### src/rtl/mm2s_rd_arbiter_pkg.sv
// Shared definitions for the mm2s read-channel arbiter and its helpers:
// FSM state encoding and the default channel widths.
package mm2s_pkg;

    localparam int unsigned DEFAULT_AXI_ADDR_WIDTH = 42;
    localparam int unsigned DEFAULT_AXI_ID_WIDTH   = 2;
    localparam int unsigned DEFAULT_RX_SIZE_WIDTH  = 10;

    typedef enum logic [1:0] {
        S_IDLE = 2'd0,
        S_ADDR = 2'd1,
        S_DATA = 2'd2
    } arb_state_t;

endpackage

### src/rtl/mm2s_rd_arbiter_if.sv
// Bundle of the loader-side and mm2s-side signals of the read arbiter.
// Signal names are from the arbiter's point of view; "master" is the
// arbiter, "slave" is everything around it (loaders plus AXI read master).
interface mm2s_rd_arbiter_if
    import mm2s_pkg::*;
#(
    parameter int unsigned AXI_ADDR_WIDTH = DEFAULT_AXI_ADDR_WIDTH,
    parameter int unsigned AXI_ID_WIDTH   = DEFAULT_AXI_ID_WIDTH,
    parameter int unsigned RX_SIZE_WIDTH  = DEFAULT_RX_SIZE_WIDTH,
    parameter int unsigned NUM_REQ        = 4
);
    logic [NUM_REQ-1:0]                i_req_addr_req;
    logic [NUM_REQ*AXI_ADDR_WIDTH-1:0] i_req_addr;
    logic [NUM_REQ*RX_SIZE_WIDTH-1:0]  i_req_size;
    logic [NUM_REQ-1:0]                o_req_addr_ack;
    logic [NUM_REQ-1:0]                o_req_data_req;
    logic [NUM_REQ-1:0]                i_req_data_ready;
    logic [NUM_REQ-1:0]                o_req_done;
    logic [AXI_ID_WIDTH-1:0]           o_mm2s_req_id;
    logic [RX_SIZE_WIDTH-1:0]          o_mm2s_size;
    logic [AXI_ADDR_WIDTH-1:0]         o_mm2s_addr;
    logic                              o_mm2s_addr_req;
    logic                              i_mm2s_addr_ready;
    logic [AXI_ID_WIDTH-1:0]           i_mm2s_get_id;
    logic                              i_mm2s_data_req;
    logic                              o_mm2s_data_ready;
    logic                              i_mm2s_done;
    logic                              o_busy;
    logic                              o_short_err;
    logic                              o_wdog_err;

    modport master (
        input  i_req_addr_req, i_req_addr, i_req_size, i_req_data_ready,
        input  i_mm2s_addr_ready, i_mm2s_get_id, i_mm2s_data_req, i_mm2s_done,
        output o_req_addr_ack, o_req_data_req, o_req_done,
        output o_mm2s_req_id, o_mm2s_size, o_mm2s_addr, o_mm2s_addr_req,
        output o_mm2s_data_ready, o_busy, o_short_err, o_wdog_err
    );

    modport slave (
        output i_req_addr_req, i_req_addr, i_req_size, i_req_data_ready,
        output i_mm2s_addr_ready, i_mm2s_get_id, i_mm2s_data_req, i_mm2s_done,
        input  o_req_addr_ack, o_req_data_req, o_req_done,
        input  o_mm2s_req_id, o_mm2s_size, o_mm2s_addr, o_mm2s_addr_req,
        input  o_mm2s_data_ready, o_busy, o_short_err, o_wdog_err
    );

endinterface

### src/rtl/mm2s_rd_arbiter_rr_pick.sv
// Combinational round-robin picker: returns the first set request bit
// scanning upward from last+1 with wrap at NUM_REQ. Shared with the
// s2mm-side arbiter.
module rr_pick #(
    parameter int unsigned  NUM_REQ = 4,
    localparam int unsigned IDX_W   = $clog2(NUM_REQ)
) (
    input  logic [NUM_REQ-1:0] req,
    input  logic [IDX_W-1:0]   last,
    output logic               valid,
    output logic [IDX_W-1:0]   idx
);

    // Scan farthest candidate first so the nearest set bit after 'last' wins.
    always_comb begin
        int unsigned pos;
        pos   = 0;
        valid = |req;
        idx   = '0;
        for (int unsigned i = NUM_REQ; i >= 1; i--) begin
            pos = (32'(last) + i) % NUM_REQ;
            if (req[IDX_W'(pos)]) begin
                idx = IDX_W'(pos);
            end
        end
    end

endmodule

### src/rtl/mm2s_rd_arbiter.sv
// Round-robin arbiter sharing the single mm2s read channel between NUM_REQ
// load controllers. Grants one requester per burst, steers its data beats,
// and re-arbitrates on the rising edge of the channel's done level.
// Optional build macro MM2S_RD_ARB_WDOG_EN adds a data-phase stall watchdog.
module mm2s_rd_arbiter
    import mm2s_pkg::*;
#(
    parameter int unsigned AXI_ADDR_WIDTH = DEFAULT_AXI_ADDR_WIDTH,
    parameter int unsigned AXI_ID_WIDTH   = DEFAULT_AXI_ID_WIDTH,
    parameter int unsigned RX_SIZE_WIDTH  = DEFAULT_RX_SIZE_WIDTH,
    parameter int unsigned NUM_REQ        = 4,
    parameter int unsigned WDOG_CYCLES    = 4096
) (
    input  logic              clk,
    input  logic              reset,
    mm2s_rd_arbiter_if.master bus
);

    localparam int unsigned IDX_W = $clog2(NUM_REQ);
    localparam logic [RX_SIZE_WIDTH-1:0] CNT_MAX = '1;

    arb_state_t                state_q, state_d;
    logic [IDX_W-1:0]          grant_q;
    logic [IDX_W-1:0]          last_grant_q;
    logic [AXI_ADDR_WIDTH-1:0] addr_q;
    logic [RX_SIZE_WIDTH-1:0]  size_q;
    logic [RX_SIZE_WIDTH-1:0]  beat_cnt_q, beat_cnt_nx;
    logic                      done_q;
    logic                      short_err_q;

    logic                      pick_valid;
    logic [IDX_W-1:0]          pick_idx;
    logic [AXI_ADDR_WIDTH-1:0] sel_addr;
    logic [RX_SIZE_WIDTH-1:0]  sel_size;

    logic [NUM_REQ-1:0]        grant_onehot;
    logic                      id_match, data_ready, beat, done_rise, wdog_hit;
    logic                      latch, clr_cnt, finish, set_short, wdog_fire, addr_req;
    logic [NUM_REQ-1:0]        ack_vec, data_req_vec, done_vec;

    rr_pick #(.NUM_REQ(NUM_REQ)) u_pick (
        .req   (bus.i_req_addr_req),
        .last  (last_grant_q),
        .valid (pick_valid),
        .idx   (pick_idx)
    );

    // Select the winning requester's address and size from the packed buses.
    always_comb begin
        sel_addr = '0;
        sel_size = '0;
        for (int unsigned k = 0; k < NUM_REQ; k++) begin
            if (pick_idx == IDX_W'(k)) begin
                sel_addr = bus.i_req_addr[k*AXI_ADDR_WIDTH +: AXI_ADDR_WIDTH];
                sel_size = bus.i_req_size[k*RX_SIZE_WIDTH +: RX_SIZE_WIDTH];
            end
        end
    end

    assign grant_onehot = NUM_REQ'(1) << grant_q;
    assign id_match     = (bus.i_mm2s_get_id == AXI_ID_WIDTH'(grant_q));
    assign data_ready   = (state_q == S_DATA) && bus.i_req_data_ready[grant_q] && id_match;
    assign beat         = data_ready && bus.i_mm2s_data_req;
    assign done_rise    = bus.i_mm2s_done && !done_q;
    assign beat_cnt_nx  = (beat && beat_cnt_q != CNT_MAX) ? beat_cnt_q + RX_SIZE_WIDTH'(1)
                                                          : beat_cnt_q;

`ifdef MM2S_RD_ARB_WDOG_EN
    localparam int unsigned WD_W = $clog2(WDOG_CYCLES + 1);
    logic [WD_W-1:0] wdog_q;

    // Hit on the WDOG_CYCLES-th consecutive data-phase cycle without a beat.
    assign wdog_hit = (state_q == S_DATA) && !beat && (wdog_q == WD_W'(WDOG_CYCLES - 1));

    // Count beat-less data-phase cycles; restart on every beat and on entry.
    always_ff @(posedge clk or posedge reset) begin
        if (reset) begin
            wdog_q <= '0;
        end else if (clr_cnt || beat || state_q != S_DATA) begin
            wdog_q <= '0;
        end else begin
            wdog_q <= wdog_q + WD_W'(1);
        end
    end
`else
    assign wdog_hit = 1'b0;
`endif

    // Next-state and per-cycle strobes of the grant FSM.
    always_comb begin
        state_d      = state_q;
        latch        = 1'b0;
        clr_cnt      = 1'b0;
        finish       = 1'b0;
        set_short    = 1'b0;
        wdog_fire    = 1'b0;
        addr_req     = 1'b0;
        ack_vec      = '0;
        data_req_vec = '0;
        done_vec     = '0;
        case (state_q)
            S_IDLE: begin
                if (pick_valid) begin
                    latch   = 1'b1;
                    state_d = S_ADDR;
                end
            end
            S_ADDR: begin
                addr_req = 1'b1;
                if (bus.i_mm2s_addr_ready) begin
                    ack_vec = grant_onehot;
                    clr_cnt = 1'b1;
                    state_d = S_DATA;
                end
            end
            S_DATA: begin
                if (bus.i_mm2s_data_req && id_match) begin
                    data_req_vec = grant_onehot;
                end
                if (done_rise) begin
                    done_vec  = grant_onehot;
                    finish    = 1'b1;
                    set_short = (beat_cnt_nx < size_q);
                    state_d   = S_IDLE;
                end else if (wdog_hit) begin
                    done_vec  = grant_onehot;
                    finish    = 1'b1;
                    wdog_fire = 1'b1;
                    state_d   = S_IDLE;
                end
            end
            default: state_d = S_IDLE;
        endcase
    end

    // FSM state register.
    always_ff @(posedge clk or posedge reset) begin
        if (reset) begin
            state_q <= S_IDLE;
        end else begin
            state_q <= state_d;
        end
    end

    // Grant latches, beat counter, done-edge history and sticky short flag.
    always_ff @(posedge clk or posedge reset) begin
        if (reset) begin
            grant_q      <= '0;
            last_grant_q <= IDX_W'(NUM_REQ - 1);
            addr_q       <= '0;
            size_q       <= '0;
            beat_cnt_q   <= '0;
            done_q       <= 1'b1;
            short_err_q  <= 1'b0;
        end else begin
            done_q <= bus.i_mm2s_done;
            if (latch) begin
                grant_q <= pick_idx;
                addr_q  <= sel_addr;
                size_q  <= sel_size;
            end
            if (clr_cnt) begin
                beat_cnt_q <= '0;
            end else if (state_q == S_DATA) begin
                beat_cnt_q <= beat_cnt_nx;
            end
            if (finish) begin
                last_grant_q <= grant_q;
            end
            if (set_short) begin
                short_err_q <= 1'b1;
            end
        end
    end

    assign bus.o_req_addr_ack    = ack_vec;
    assign bus.o_req_data_req    = data_req_vec;
    assign bus.o_req_done        = done_vec;
    assign bus.o_mm2s_req_id     = AXI_ID_WIDTH'(grant_q);
    assign bus.o_mm2s_size       = size_q;
    assign bus.o_mm2s_addr       = addr_q;
    assign bus.o_mm2s_addr_req   = addr_req;
    assign bus.o_mm2s_data_ready = data_ready;
    assign bus.o_busy            = (state_q != S_IDLE);
    assign bus.o_short_err       = short_err_q;
    assign bus.o_wdog_err        = wdog_fire;

endmodule

### src/flat_wrapper.sv
// flat-port wrapper written by rule: the top's interface ports become plain ports
module mm2s_rd_arbiter_flat import mm2s_pkg::*;
#(
    parameter int unsigned AXI_ADDR_WIDTH = DEFAULT_AXI_ADDR_WIDTH,
    parameter int unsigned AXI_ID_WIDTH   = DEFAULT_AXI_ID_WIDTH,
    parameter int unsigned RX_SIZE_WIDTH  = DEFAULT_RX_SIZE_WIDTH,
    parameter int unsigned NUM_REQ        = 4,
    parameter int unsigned WDOG_CYCLES    = 4096
)
  (clk, reset, bus_i_req_addr_req, bus_i_req_addr, bus_i_req_size, bus_i_req_data_ready, bus_i_mm2s_addr_ready, bus_i_mm2s_get_id, bus_i_mm2s_data_req, bus_i_mm2s_done, bus_o_req_addr_ack, bus_o_req_data_req, bus_o_req_done, bus_o_mm2s_req_id, bus_o_mm2s_size, bus_o_mm2s_addr, bus_o_mm2s_addr_req, bus_o_mm2s_data_ready, bus_o_busy, bus_o_short_err, bus_o_wdog_err);
  mm2s_rd_arbiter_if #(.AXI_ADDR_WIDTH(AXI_ADDR_WIDTH), .AXI_ID_WIDTH(AXI_ID_WIDTH), .RX_SIZE_WIDTH(RX_SIZE_WIDTH), .NUM_REQ(NUM_REQ)) bus_i ();
  input  logic clk;
  input  logic reset;
  input wire logic [$bits(bus_i.i_req_addr_req)-1:0] bus_i_req_addr_req;
  input wire logic [$bits(bus_i.i_req_addr)-1:0] bus_i_req_addr;
  input wire logic [$bits(bus_i.i_req_size)-1:0] bus_i_req_size;
  input wire logic [$bits(bus_i.i_req_data_ready)-1:0] bus_i_req_data_ready;
  input wire logic [$bits(bus_i.i_mm2s_addr_ready)-1:0] bus_i_mm2s_addr_ready;
  input wire logic [$bits(bus_i.i_mm2s_get_id)-1:0] bus_i_mm2s_get_id;
  input wire logic [$bits(bus_i.i_mm2s_data_req)-1:0] bus_i_mm2s_data_req;
  input wire logic [$bits(bus_i.i_mm2s_done)-1:0] bus_i_mm2s_done;
  output wire logic [$bits(bus_i.o_req_addr_ack)-1:0] bus_o_req_addr_ack;
  output wire logic [$bits(bus_i.o_req_data_req)-1:0] bus_o_req_data_req;
  output wire logic [$bits(bus_i.o_req_done)-1:0] bus_o_req_done;
  output wire logic [$bits(bus_i.o_mm2s_req_id)-1:0] bus_o_mm2s_req_id;
  output wire logic [$bits(bus_i.o_mm2s_size)-1:0] bus_o_mm2s_size;
  output wire logic [$bits(bus_i.o_mm2s_addr)-1:0] bus_o_mm2s_addr;
  output wire logic [$bits(bus_i.o_mm2s_addr_req)-1:0] bus_o_mm2s_addr_req;
  output wire logic [$bits(bus_i.o_mm2s_data_ready)-1:0] bus_o_mm2s_data_ready;
  output wire logic [$bits(bus_i.o_busy)-1:0] bus_o_busy;
  output wire logic [$bits(bus_i.o_short_err)-1:0] bus_o_short_err;
  output wire logic [$bits(bus_i.o_wdog_err)-1:0] bus_o_wdog_err;
  assign bus_i.i_req_addr_req = bus_i_req_addr_req;
  assign bus_i.i_req_addr = bus_i_req_addr;
  assign bus_i.i_req_size = bus_i_req_size;
  assign bus_i.i_req_data_ready = bus_i_req_data_ready;
  assign bus_i.i_mm2s_addr_ready = bus_i_mm2s_addr_ready;
  assign bus_i.i_mm2s_get_id = bus_i_mm2s_get_id;
  assign bus_i.i_mm2s_data_req = bus_i_mm2s_data_req;
  assign bus_i.i_mm2s_done = bus_i_mm2s_done;
  assign bus_o_req_addr_ack = bus_i.o_req_addr_ack;
  assign bus_o_req_data_req = bus_i.o_req_data_req;
  assign bus_o_req_done = bus_i.o_req_done;
  assign bus_o_mm2s_req_id = bus_i.o_mm2s_req_id;
  assign bus_o_mm2s_size = bus_i.o_mm2s_size;
  assign bus_o_mm2s_addr = bus_i.o_mm2s_addr;
  assign bus_o_mm2s_addr_req = bus_i.o_mm2s_addr_req;
  assign bus_o_mm2s_data_ready = bus_i.o_mm2s_data_ready;
  assign bus_o_busy = bus_i.o_busy;
  assign bus_o_short_err = bus_i.o_short_err;
  assign bus_o_wdog_err = bus_i.o_wdog_err;
  mm2s_rd_arbiter #(.AXI_ADDR_WIDTH(AXI_ADDR_WIDTH), .AXI_ID_WIDTH(AXI_ID_WIDTH), .RX_SIZE_WIDTH(RX_SIZE_WIDTH), .NUM_REQ(NUM_REQ), .WDOG_CYCLES(WDOG_CYCLES)) u_core (.clk(clk), .reset(reset), .bus(bus_i));
endmodule
### config.mk
export PLATFORM = sky130hd
export DESIGN_NAME = mm2s_rd_arbiter_flat
export DESIGN_NICKNAME = d
export VERILOG_FILES = /design/src/rtl/mm2s_rd_arbiter_pkg.sv /design/src/rtl/mm2s_rd_arbiter_if.sv /design/src/rtl/mm2s_rd_arbiter_rr_pick.sv /design/src/rtl/mm2s_rd_arbiter.sv /design/src/flat_wrapper.sv
export SDC_FILE = /design/constraint.sdc
export NUM_CORES = 1
export LEC_CHECK = 0
export BUFFER_PORTS_ARGS = -buffer_cell sky130_fd_sc_hd__clkbuf_2
export CAP_MARGIN = 5
export CORE_MARGIN = 4
export CORE_UTILIZATION = 45
export DETAILED_ROUTE_END_ITERATION = 16
export PLACE_DENSITY = 0.79
export SKIP_CTS_REPAIR_TIMING = 1
export SLEW_MARGIN = 10
export SYNTH_ARGS = -nofsm -noshare
export SYNTH_HDL_FRONTEND = slang
export SYNTH_SLANG_ARGS = --single-unit
### constraint.sdc
create_clock -name clk -period 2.9 [get_ports clk]
set_input_delay 0.58 -clock clk [delete_from_list [all_inputs] [get_ports clk]]
set_output_delay 0.58 -clock clk [all_outputs]
set_load 0.005 [all_outputs]
==> key figures <==
Status
  • Run status: completed

STA
  • Endpoints failing hold: 0
  • Crit path time final: 2670 ps
  • Final setup TNS: 0 ps
  • Worst slew margin: 30.2%
  • Final Hold Slack: 302 ps
  • Final setup viols: 0
  • RSZ-0062 raised after global routing: no
  • Fin crit share: 92.2%
  • Max Slew Vio Count: 0
  • Peak Freq: 374 MHz
  • Least-Margin Pin Slew: 1050 ps
  • Worst Skew: 6.11 ps

Yosys
  • Top area cells in the synthesized netlist: dfrtp_1, mux2_1, a221o_1, o31ai_1, nand4_1
  • Seq/Total Area, Yosys: 33.8%
  • FF+latch count, synth: 70
  • Post-synth top flop: dfrtp_1
  • Syn Std Cell Area: 5200 sq um
  • Syn avg cell area: 9.20 sq um
  • Syn Inst Count: 565
  • Share of synthesized registers carrying an async set or reset: 100%
  • Post-synth top area share: 32.3%
  • Synth warn: 0
  • Synth area leader: dfrtp_1
  • EDFF count, synth: 0
  • Synth cell types: 53
  • Syn_nets: 798

Global route
  • Total grt overflow: 0
  • Initial antenna violation count: 0
  • Gr usage total: 28.6%
  • Largest net degree at the start of global routing: 53
  • Vias in the first global route: 5862
  • First-pass GRT wire length: 29800 um

Clocking
  • CTS Buffer Depth: 2
  • CTS buffer count: 9
  • CTS tree: yes
  • Clk_lat worst skew: 330 ps
  • Clk sinks: 70
  • Root Driver: clkbuf_16
  • Clock transition at path regs: 60 ps
  • H-tree depth: 3

Finish
  • Area Growth Syn to Fin: 36.9%
  • Layout cell share with drive strength beyond 1: 42.3%
  • Antenna cells: 0
  • Most common cell after layout, fill and taps aside: clkbuf_2
  • Final core utilization: 64.2%
  • Fin nets: 1055
  • Most frequent cells in the layout: clkbuf_2, dfrtp_1, a21oi_1

Hold path
  • Worst min path class: primary input to asynchronous set/reset pin

Critical path
  • R2R Path Start: u_core.bus.o_mm2s_req_id[0]$_DFFE_PP0P_
  • Critical path class: flip-flop to flip-flop
  • Critical path cell sequence: mux4_2 > nand4_1 > inv_2 > nand4_1 > nor3_2 > xor2_1 > ha_1 > a21oi_1 > nand2_1 > a211oi_1 > a21oi_1 > a31oi_1
  • Bufs and invs on worst path: 1
  • Worst path required time: 3150 ps
  • Worst Reg2Reg Path Length in Cells: 12
  • CP peak stage delay: 420 ps
  • CP Launch Point: u_core.bus.o_mm2s_req_id[0]$_DFFE_PP0P_
  • End of the critical path: u_core.bus.o_short_err$_DFFE_PP0P_
  • Element type at the critical path start: flip-flop
  • Slowest cell on crit path: dfrtp_1
  • CP endpoint kind: flip-flop
  • WP data arrival: 2920 ps
  • R2R Path End: u_core.bus.o_short_err$_DFFE_PP0P_
  • Stages on worst setup path: 12
  • Top delay family on crit path: compound AO/OA/AOI/OAI gates
  • Maximum fanout along the worst path: 8
  • R2R setup slack: 230 ps

Placement
  • HPWL after detailed placement: 14600 um
  • GP Congestion: 0.953
  • PortBufs: 292

Floorplan
  • Core ar.: 11100 sq um
  • Die Wd: 115 um
  • Starting Density: 46.9%
  • Die area: 13300 sq um
  • Die Span Y: 115 um
  • I/O pin cnt: 294
  • Row count: 38

Detailed routing
  • Antenna Nets Post-Route: 0
  • DRT Pass-1 Iters: 8
  • Vias per cell: 6.22
  • DR DRC count: 0
  • DR WL/cell: 20.4 um
  • Drt initial violations: 478
  • Detailed-route wire length: 19800 um
  • Via count: 6019

Power
  • Overall Power: 6.40 mW
  • Leakage power: 3.53 nW
  • Pwr dens: 899 nW/um^2
  • Max IR drop VDD: 0.471 mV

Run
  • Number of max-cap violations: 0
==> cell type report <==
cell class              instances  area [sq um]
well taps                     140           175
inverters                      15          56.3
repair buffers                308          1640
clock buffers                  10           239
multi-input cells             418          3140
fillers                       905          3960
flip-flops and latches         70          1760
clock inverters                 6           109
==> flip-flops by register name (all words and copies together), names as in the netlist <==
| signal | cells |
|---|---|
| u_core.last_grant_q | 2 |
| u_core.bus.o_mm2s_size | 10 |
| u_core.state_q | 2 |
| u_core.done_q | 1 |
| u_core.bus.o_short_err | 1 |
| u_core.bus.o_mm2s_req_id | 2 |
| u_core.beat_cnt_q | 10 |
| u_core.bus.o_mm2s_addr | 42 |
==> layer usage <==
metal  part of all wire, %  track usage (%)  wire length (um)
met4                   4.4             13.9               863
met2                    50             49.5              9820
met1                    37             34.1              7320
met5                     0                0                 0
met3                   8.9             5.59              1770
==> cells by family (layout without fill, tap and decap cells) <==
family / Yosys count / count (layout) / share of synthesized area [%]
AOI/OAI and AO/OA: 195 / 195 / 27.8
and+or+nand+nor: 151 / 151 / 15.8
buffers and inverters: 77 / 339 / 6.93
DFF: 70 / 70 / 33.8
muxes: 56 / 56 / 12.3
adders and majority gates: 10 / 10 / 2.41
xor gates and xnor gates: 5 / 5 / 0.843
other: 1 / 1 / 0.0722
==> how the worst min path moves through the flow <==
stage / start / end / depth (start not counted)
floorplan: u_core.beat_cnt_q[5]$_DFFE_PP0P_ / u_core.beat_cnt_q[5]$_DFFE_PP0P_ / 2
global placement: u_core.bus.o_mm2s_addr[23]$_DFFE_PP0P_ / u_core.bus.o_mm2s_addr[23]$_DFFE_PP0P_ / 1
detailed placement: u_core.bus.o_mm2s_addr[12]$_DFFE_PP0P_ / u_core.bus.o_mm2s_addr[12]$_DFFE_PP0P_ / 1
CTS: reset / u_core.bus.o_mm2s_addr[13]$_DFFE_PP0P_ / 2
global route: bus_i_mm2s_done / u_core.done_q$_DFF_PP1_ / 1
finish: reset / u_core.bus.o_mm2s_addr[13]$_DFFE_PP0P_ / 2
==> power breakdown <==
part	leakage (nW)	switching, mW	internal [mW]
Clock	0.172	0.431	0.862
Combinational	2.48	1.85	1.51
Sequential	0.874	0.330	1.41
==> Yosys cell counts, drive strengths merged, types with 3 or more instances <==
cell type and number:
mux2 55, nand2b 5, dfstp 3, nand4 59, xnor2 4, clkbuf 34, o311ai 4, buf 28
nor3 5, a221o 52, o31ai 53, a21oi 61, nand3 13, o21ai 10, nor4 3, ha 10
nor2b 4, nand2 29, nor2 23, dfrtp 67, inv 15, a21o 3
==> stage by stage <==
step	cells	worst slack (ps)	area, sq um
after global placement	951	113	6750
after detailed placement	951	76.2	6750
after floorplan	565	290	5200
after global routing	967	0.840	7120
final	967	227	7120
after CTS	967	147	7100
==> worst register-to-register path, delay by kind of cell (launching register included) <==
kind | cells | cell delay [ps]
and+or+nand+nor | 4 | 560
AOI/OAI and AO/OA | 4 | 630
muxes | 1 | 340
adders and majority gates | 1 | 280
xor gates and xnor gates | 1 | 190
DFF | 1 | 420
buffers and inverters | 1 | 170
(Power assumes the default switching activity.)
